===== src/rtl/decode_pkg.sv =====
// Shared decode types and constants for the multi-lane decode queue.
// uop_t carries a 32-bit pc field; narrower PCs are zero-extended.
package decode_pkg;

  localparam logic [31:0] NOP = 32'h0000_0013;

  localparam logic [6:0] OPC_LUI    = 7'b0110111;
  localparam logic [6:0] OPC_AUIPC  = 7'b0010111;
  localparam logic [6:0] OPC_JAL    = 7'b1101111;
  localparam logic [6:0] OPC_JALR   = 7'b1100111;
  localparam logic [6:0] OPC_BRANCH = 7'b1100011;
  localparam logic [6:0] OPC_LOAD   = 7'b0000011;
  localparam logic [6:0] OPC_STORE  = 7'b0100011;
  localparam logic [6:0] OPC_OPIMM  = 7'b0010011;
  localparam logic [6:0] OPC_OP     = 7'b0110011;

  localparam logic [1:0] FU_ALU = 2'b00;
  localparam logic [1:0] FU_BRU = 2'b01;
  localparam logic [1:0] FU_LSU = 2'b10;
  localparam logic [1:0] FU_MDU = 2'b11;

  localparam logic [3:0] ALU_ADD   = 4'b0000;
  localparam logic [3:0] ALU_SLL   = 4'b0001;
  localparam logic [3:0] ALU_SLT   = 4'b0010;
  localparam logic [3:0] ALU_SLTU  = 4'b0011;
  localparam logic [3:0] ALU_XOR   = 4'b0100;
  localparam logic [3:0] ALU_SRL   = 4'b0101;
  localparam logic [3:0] ALU_OR    = 4'b0110;
  localparam logic [3:0] ALU_AND   = 4'b0111;
  localparam logic [3:0] ALU_SUB   = 4'b1000;
  localparam logic [3:0] ALU_LUI   = 4'b1001;
  localparam logic [3:0] ALU_AUIPC = 4'b1010;
  localparam logic [3:0] ALU_SRA   = 4'b1101;
  localparam logic [3:0] ALU_JAL   = 4'b1110;
  localparam logic [3:0] ALU_JALR  = 4'b1111;

  typedef struct packed {
    logic [31:0] pc;
    logic [4:0]  rs1;
    logic [4:0]  rs2;
    logic [4:0]  rd;
    logic        alu_src;
    logic        branch;
    logic [31:0] imm;
    logic [3:0]  alu_op;
    logic [1:0]  fu_type;
    logic        mem_read;
    logic        mem_write;
    logic        reg_write;
    logic        illegal;
  } uop_t;

  function automatic logic [31:0] imm_i(input logic [31:0] ins);
    return {{20{ins[31]}}, ins[31:20]};
  endfunction

  function automatic logic [31:0] imm_s(input logic [31:0] ins);
    return {{20{ins[31]}}, ins[31:25], ins[11:7]};
  endfunction

  function automatic logic [31:0] imm_b(input logic [31:0] ins);
    return {{19{ins[31]}}, ins[31], ins[7], ins[30:25], ins[11:8], 1'b0};
  endfunction

  function automatic logic [31:0] imm_u(input logic [31:0] ins);
    return {ins[31:12], 12'h000};
  endfunction

  function automatic logic [31:0] imm_j(input logic [31:0] ins);
    return {{11{ins[31]}}, ins[31], ins[19:12], ins[20], ins[30:21], 1'b0};
  endfunction

endpackage


===== src/rtl/decode_lane.sv =====
// Combinational RV32I decode of one lane into a uop_t.
// Define DECODE_RV32M_EN to route RV32M encodings to the MDU.
module decode_lane
  import decode_pkg::*;
(
  input  logic [31:0] i_instr,
  input  logic [31:0] i_pc,
  output uop_t        o_uop,
  output logic        o_lane_valid
);

  logic [6:0] opc;
  logic [2:0] f3;
  logic [6:0] f7;
  logic       is_m;

  assign opc  = i_instr[6:0];
  assign f3   = i_instr[14:12];
  assign f7   = i_instr[31:25];
  assign is_m = (opc == OPC_OP) && (f7 == 7'b0000001);

  assign o_lane_valid = (i_instr != NOP);

  always_comb begin
    o_uop    = '0;
    o_uop.pc = i_pc;
    unique case (1'b1)
      (opc == OPC_LUI): begin
        o_uop.rd        = i_instr[11:7];
        o_uop.imm       = imm_u(i_instr);
        o_uop.alu_src   = 1'b1;
        o_uop.alu_op    = ALU_LUI;
        o_uop.reg_write = 1'b1;
      end
      (opc == OPC_AUIPC): begin
        o_uop.rd        = i_instr[11:7];
        o_uop.imm       = imm_u(i_instr);
        o_uop.alu_src   = 1'b1;
        o_uop.alu_op    = ALU_AUIPC;
        o_uop.reg_write = 1'b1;
      end
      (opc == OPC_JAL): begin
        o_uop.rd        = i_instr[11:7];
        o_uop.imm       = imm_j(i_instr);
        o_uop.branch    = 1'b1;
        o_uop.alu_op    = ALU_JAL;
        o_uop.fu_type   = FU_BRU;
        o_uop.reg_write = 1'b1;
      end
      (opc == OPC_JALR): begin
        o_uop.rs1       = i_instr[19:15];
        o_uop.rd        = i_instr[11:7];
        o_uop.imm       = imm_i(i_instr);
        o_uop.alu_src   = 1'b1;
        o_uop.branch    = 1'b1;
        o_uop.alu_op    = ALU_JALR;
        o_uop.fu_type   = FU_BRU;
        o_uop.reg_write = 1'b1;
      end
      (opc == OPC_BRANCH): begin
        o_uop.rs1     = i_instr[19:15];
        o_uop.rs2     = i_instr[24:20];
        o_uop.imm     = imm_b(i_instr);
        o_uop.branch  = 1'b1;
        o_uop.alu_op  = {1'b0, f3};
        o_uop.fu_type = FU_BRU;
      end
      (opc == OPC_LOAD): begin
        o_uop.rs1       = i_instr[19:15];
        o_uop.rd        = i_instr[11:7];
        o_uop.imm       = imm_i(i_instr);
        o_uop.alu_src   = 1'b1;
        o_uop.alu_op    = {1'b0, f3};
        o_uop.fu_type   = FU_LSU;
        o_uop.mem_read  = 1'b1;
        o_uop.reg_write = 1'b1;
      end
      (opc == OPC_STORE): begin
        o_uop.rs1       = i_instr[19:15];
        o_uop.rs2       = i_instr[24:20];
        o_uop.imm       = imm_s(i_instr);
        o_uop.alu_src   = 1'b1;
        o_uop.alu_op    = {1'b0, f3};
        o_uop.fu_type   = FU_LSU;
        o_uop.mem_write = 1'b1;
      end
      (opc == OPC_OPIMM): begin
        o_uop.rs1       = i_instr[19:15];
        o_uop.rd        = i_instr[11:7];
        o_uop.imm       = imm_i(i_instr);
        o_uop.alu_src   = 1'b1;
        o_uop.alu_op    = {(f3 == 3'b101) & i_instr[30], f3};
        o_uop.reg_write = 1'b1;
      end
      (opc == OPC_OP) && !is_m: begin
        o_uop.rs1       = i_instr[19:15];
        o_uop.rs2       = i_instr[24:20];
        o_uop.rd        = i_instr[11:7];
        o_uop.alu_op    = {i_instr[30], f3};
        o_uop.reg_write = 1'b1;
      end
`ifdef DECODE_RV32M_EN
      is_m: begin
        o_uop.rs1       = i_instr[19:15];
        o_uop.rs2       = i_instr[24:20];
        o_uop.rd        = i_instr[11:7];
        o_uop.alu_op    = {1'b0, f3};
        o_uop.fu_type   = FU_MDU;
        o_uop.reg_write = 1'b1;
      end
`endif
      default: o_uop.illegal = 1'b1;
    endcase
  end

endmodule


===== src/rtl/multi_decode_queue.sv =====
// LANES-wide decoder feeding a DEPTH-entry queue of decoded bundles.
// Build with DECODE_RV32M_EN to decode RV32M ops into the MDU.
module multi_decode_queue
  import decode_pkg::*;
#(
  parameter int LANES = 2,
  parameter int DEPTH = 2,
  parameter int PC_W  = 9
) (
  input  logic                  clk,
  input  logic                  rst_n,
  input  logic                  i_valid,
  output logic                  o_ready,
  input  logic [LANES-1:0][31:0] i_instr,
  input  logic [PC_W-1:0]       i_pc,
  input  logic                  i_flush,
  output logic                  o_valid,
  input  logic                  i_ready,
  output logic [LANES-1:0]      o_lane_valid,
  output uop_t [LANES-1:0]      o_uop
);

  localparam int PTR_W = (DEPTH > 1) ? $clog2(DEPTH) : 1;
  localparam int CNT_W = $clog2(DEPTH + 1);

  uop_t [LANES-1:0] dec_uop;
  logic [LANES-1:0] dec_lv;

  for (genvar k = 0; k < LANES; k++) begin : g_lane
    logic [PC_W-1:0] lane_pc;
    assign lane_pc = i_pc + PC_W'(4 * k);
    decode_lane u_dec (
      .i_instr      (i_instr[k]),
      .i_pc         (32'(lane_pc)),
      .o_uop        (dec_uop[k]),
      .o_lane_valid (dec_lv[k])
    );
  end

  uop_t [LANES-1:0] q_uop [DEPTH];
  logic [LANES-1:0] q_lv  [DEPTH];
  logic [PTR_W-1:0] head, tail;
  logic [CNT_W-1:0] count;
  logic             push, pop;

  function automatic logic [PTR_W-1:0] ptr_inc(input logic [PTR_W-1:0] p);
    return (p == PTR_W'(DEPTH - 1)) ? '0 : p + 1'b1;
  endfunction

  assign o_valid = (count != '0);
  assign o_ready = (count < CNT_W'(DEPTH)) || (o_valid && i_ready);
  // All-NOP bundles are accepted but never occupy an entry.
  assign push = i_valid && o_ready && !i_flush && (|dec_lv);
  assign pop  = o_valid && i_ready && !i_flush;

  always_ff @(posedge clk or negedge rst_n) begin
    if (!rst_n) begin
      count <= '0;
      head  <= '0;
      tail  <= '0;
    end else if (i_flush) begin
      count <= '0;
      head  <= '0;
      tail  <= '0;
    end else begin
      if (push) tail <= ptr_inc(tail);
      if (pop)  head <= ptr_inc(head);
      if (push && !pop)      count <= count + 1'b1;
      else if (pop && !push) count <= count - 1'b1;
    end
  end

  always_ff @(posedge clk) begin
    if (push) begin
      q_uop[tail] <= dec_uop;
      q_lv[tail]  <= dec_lv;
    end
  end

  assign o_uop        = o_valid ? q_uop[head] : '0;
  assign o_lane_valid = o_valid ? q_lv[head]  : '0;

endmodule


===== config.mk =====
export PLATFORM = sky130hd
export DESIGN_NAME = multi_decode_queue
export DESIGN_NICKNAME = d
export VERILOG_FILES = /design/src/rtl/decode_pkg.sv /design/src/rtl/decode_lane.sv /design/src/rtl/multi_decode_queue.sv
export SDC_FILE = /design/constraint.sdc
export NUM_CORES = 1
export LEC_CHECK = 0
export CORE_UTILIZATION = 35
export CTS_BUF_LIST = sky130_fd_sc_hd__clkbuf_4 sky130_fd_sc_hd__clkbuf_8
export CTS_CLUSTER_SIZE = 30
export DETAILED_ROUTE_END_ITERATION = 6
export PLACE_DENSITY = 0.63
export SLEW_MARGIN = 20
export SYNTH_ARGS = -nofsm -noshare
export SYNTH_HDL_FRONTEND = slang
export SYNTH_SLANG_ARGS = --single-unit

===== constraint.sdc =====
create_clock -name clk -period 22.3 [get_ports clk]
set_clock_uncertainty 0.2 [all_clocks]
set_input_delay 4.46 -clock clk [delete_from_list [all_inputs] [get_ports clk]]
set_output_delay 4.46 -clock clk [all_outputs]
set_load 0.05 [all_outputs]

==> run_results.csv <==
group,metric,value,unit
status,status,"finished clean",
drt,wirelength,30.3,mm
placed_design,total_cell_area_at_the_placement_stage,14900,um^2
drt,detail_route.iter0.violations,369,
power_and_ir_drop,power_density,82.8,nW/um^2
floorplan,dieHeight,191,um
synthesis,syn-mean-instance-area,13.6,um^2
sta,fmax,92.9,MHz
final_layout,final_instance_area,15900,um^2
clock_tree,tritoncts,"built",
drt,drt_antenna_net_count,0,
synthesis,ys_ff_latch,276,
sta,final_critical_path_setup_slack,11.54,ns
final_layout,final_common_cell,"sky130_fd_sc_hd__edfxtp_1",
floorplan,start_util,0.357,
critical_path,cp_slowest_stage_delay,0.71,ns
clock_tree,cts_root_buffer,"sky130_fd_sc_hd__clkbuf_8",
final_layout,fillCellCount,3146,
run,timing.max_cap.violations,0,
clock_tree,cts_resized,0,
drt,detail_route.vias_per_cell,4.84,
synthesis,synth_sequential_area_ratio,0.665,
drt,detail_route.drc_violations,0,
critical_path,r2r_start,"count[1]",
sta,timing.final.setup_violations,0,
grt,grt_use_total,0.165,
final_layout,nNetsFinal,1218,
clock_tree,cts_max_level,2,
clock_tree,clock_latency_reported_for_the_late_side_of_the_worst_skew_pair,0.54,ns
critical_path,timing.critical_path.arrival,6.10,ns
clock_tree,cts_hold_repair_buffers,0,
final_layout,drive_above_1_share,0.0877,
synthesis,postSynthCellCount,913,
placed_design,placement.io_buffers,217,
drt,routed-via-count,7892,
clock_tree,tritoncts.num_buffers,46,
final_layout,layout.cells.most_common_list,"sky130_fd_sc_hd__edfxtp_1 (272), sky130_fd_sc_hd__clkdlybuf4s50_1 (217), sky130_fd_sc_hd__nor2_1 (163), sky130_fd_sc_hd__mux2i_1 (137), sky130_fd_sc_hd__clkbuf_8 (49)",
floorplan,core,34800,um^2
placed_design,placement.setup.worst_slack,11.54,ns
critical_path,critical_path_required,17.64,ns
final_layout,area_growth_syn_to_layout,27.6,%
sta,worstMarginPinSlew,1.22,ns
synthesis,synth-edff-count,272,
critical_path,critical_path_fanout_max,7,
synthesis,postSynth.asyncResetShare,0.0145,
critical_path,worst-setup-path-type,"input port to output pin",
critical_path,critical_path_most_common_cell,"sky130_fd_sc_hd__clkdlybuf4s50_1",
floorplan,chipWidth,191,um
floorplan,pin_count,264,
critical_path,startpoint,"i_ready",
critical_path,crit_path_capture_type,"output pin",
grt,grt_ovf,0,
synthesis,synth_warnings,0,
synthesis,synthDistinctLibCells,57,
clock_tree,clock_sink_count,276,
min_path,hp-class,"register to register",
drt,detailedRoute.firstPassIterationCount,5,
floorplan,dieArea,36300,um^2
min_path,worstHoldStart,"tail",
power_and_ir_drop,power.static_leakage,5.86,nW
drt,wl_per_cell,18.6,um
power_and_ir_drop,irDropWorstVdd,0.0431,mV
sta,slew_violations,0,
grt,grt_first_pass_wirelength,45.6,mm
clock_tree,worst_setup_hold_path_clk_slew,0.06,ns
placed_design,gp_congestion,0.866,
sta,final.min_clock_period,10.76,ns
synthesis,ys_dominant_reg_cell,"sky130_fd_sc_hd__edfxtp_1",
sta,period_share,0.483,
grt,pin_count_of_the_biggest_net_entering_global_routing,138,
placed_design,detailedPlacementHpwl,20.0,mm
floorplan,placementRows,68,
critical_path,startpoint_type,"input port",
grt,first_global_vias,7985,
synthesis,syn_area,12400,um^2
sta,totalNegativeSetupSlack,0,ns
grt,antenna_found_initial,0,
critical_path,timing.critical_path.slowest_stage_cell,"sky130_fd_sc_hd__clkdlybuf4s50_1",
critical_path,crit_chain,"clkdlybuf4s50_1, nor2b_1, inv_1, clkdlybuf4s50_1",
clock_tree,max-clock-path-buffers,3,
final_layout,number_of_antenna_repair_diodes,0,
sta,max-slew-margin-rel,0.182,
sta,grt_setup_unrepaired,"no",
clock_tree,cts_setup_buffers,0,
sta,hold_viol_final,0,
[flip-flops by register name, indices dropped and copies added, names as in the netlist]
name	flops
q_uop	268
q_lv	4
count	2
head	1
tail	1
[synth_stat cells (12+ instances only)]
master,count,area share
sky130_fd_sc_hd__a21o_1,43,0.026
sky130_fd_sc_hd__mux2i_1,137,0.11
sky130_fd_sc_hd__inv_1,12,0.0036
sky130_fd_sc_hd__o21ai_0,13,0.0052
sky130_fd_sc_hd__nand2_1,15,0.0045
sky130_fd_sc_hd__nor4_1,14,0.0070
sky130_fd_sc_hd__nor2b_1,21,0.011
sky130_fd_sc_hd__edfxtp_1,272,0.66
sky130_fd_sc_hd__buf_4,48,0.029
sky130_fd_sc_hd__and2_1,27,0.014
sky130_fd_sc_hd__nor2_1,164,0.049
sky130_fd_sc_hd__clkbuf_1,30,0.0091
[per-layer routing]
layer | GRT usage | part of all wire | up-vias
li1 | - | - | 3711
met2 | 0.265 | 0.47 | 263
met3 | 0.0307 | 0.054 | 67
met1 | 0.221 | 0.44 | 3851
met5 | 0 | 0 | -
met4 | 0.0652 | 0.033 | 0
[worst max-delay path: cells and delay by family]
kind	cells	cell delay [ns]
buffers and inverters	3	1.32
AND/OR/NAND/NOR	1	0.33
[final timing paths]
kind | depth (start not counted) | slack (ns) | end
worst min register to register | 2 | 0.37 | tail
worst max-delay path | 4 | 11.54 | o_ready
worst max register to register | 4 | 19.01 | q_uop[1][55]
max in group asynchronous | 1 | 17.78 | head
worst min-delay path | 2 | 0.37 | tail
min in group asynchronous | 1 | 3.93 | head
[kinds of logic after synthesis]
logic type	count (synthesis)	synth area share
flip-flops	276	0.665
AO/OA/AOI/OAI	95	0.0546
buffers and inverters	104	0.0479
other	1	0.000301
multiplexers	137	0.110
XOR/XNOR	8	0.00563
adder cells (fa/ha/maj)	1	0.00101
AND/OR/NAND/NOR	291	0.116
[layout make-up]
cell class / instances / area, um^2 / area share
Clock buffer: 62 / 772 / 0.0486
Clock inverter: 22 / 208 / 0.0131
Inverter: 12 / 45.0 / 0.00284
Multi-Input combinational cell: 578 / 3760 / 0.237
Sequential cell: 276 / 8270 / 0.521
Tap cell: 455 / 569 / 0.0359
Timing Repair Buffer: 225 / 2240 / 0.141
[stage by stage]
| stage | util | cells | power [mW] | hold WS, ns |
|---|---|---|---|---|
| global placement | 0.428 | 1546 | 0.855 | 0.352 |
| finish | 0.456 | 1630 | 1.31 | 0.375 |
| floorplan | - | 958 | 0.782 | 0.320 |
| global route | 0.456 | 1630 | 1.36 | 0.419 |
| detailed placement | 0.428 | 1546 | 0.856 | 0.362 |
| CTS | 0.456 | 1630 | 1.33 | 0.372 |
[report_power, final]
| part | internal (mW) | switching (mW) |
|---|---|---|
| Combinational | 0.0784 | 0.172 |
| Clock | 0.272 | 0.200 |
| Sequential | 0.585 | 0.00771 |
Note: power is estimated with default switching activity, not from simulation.
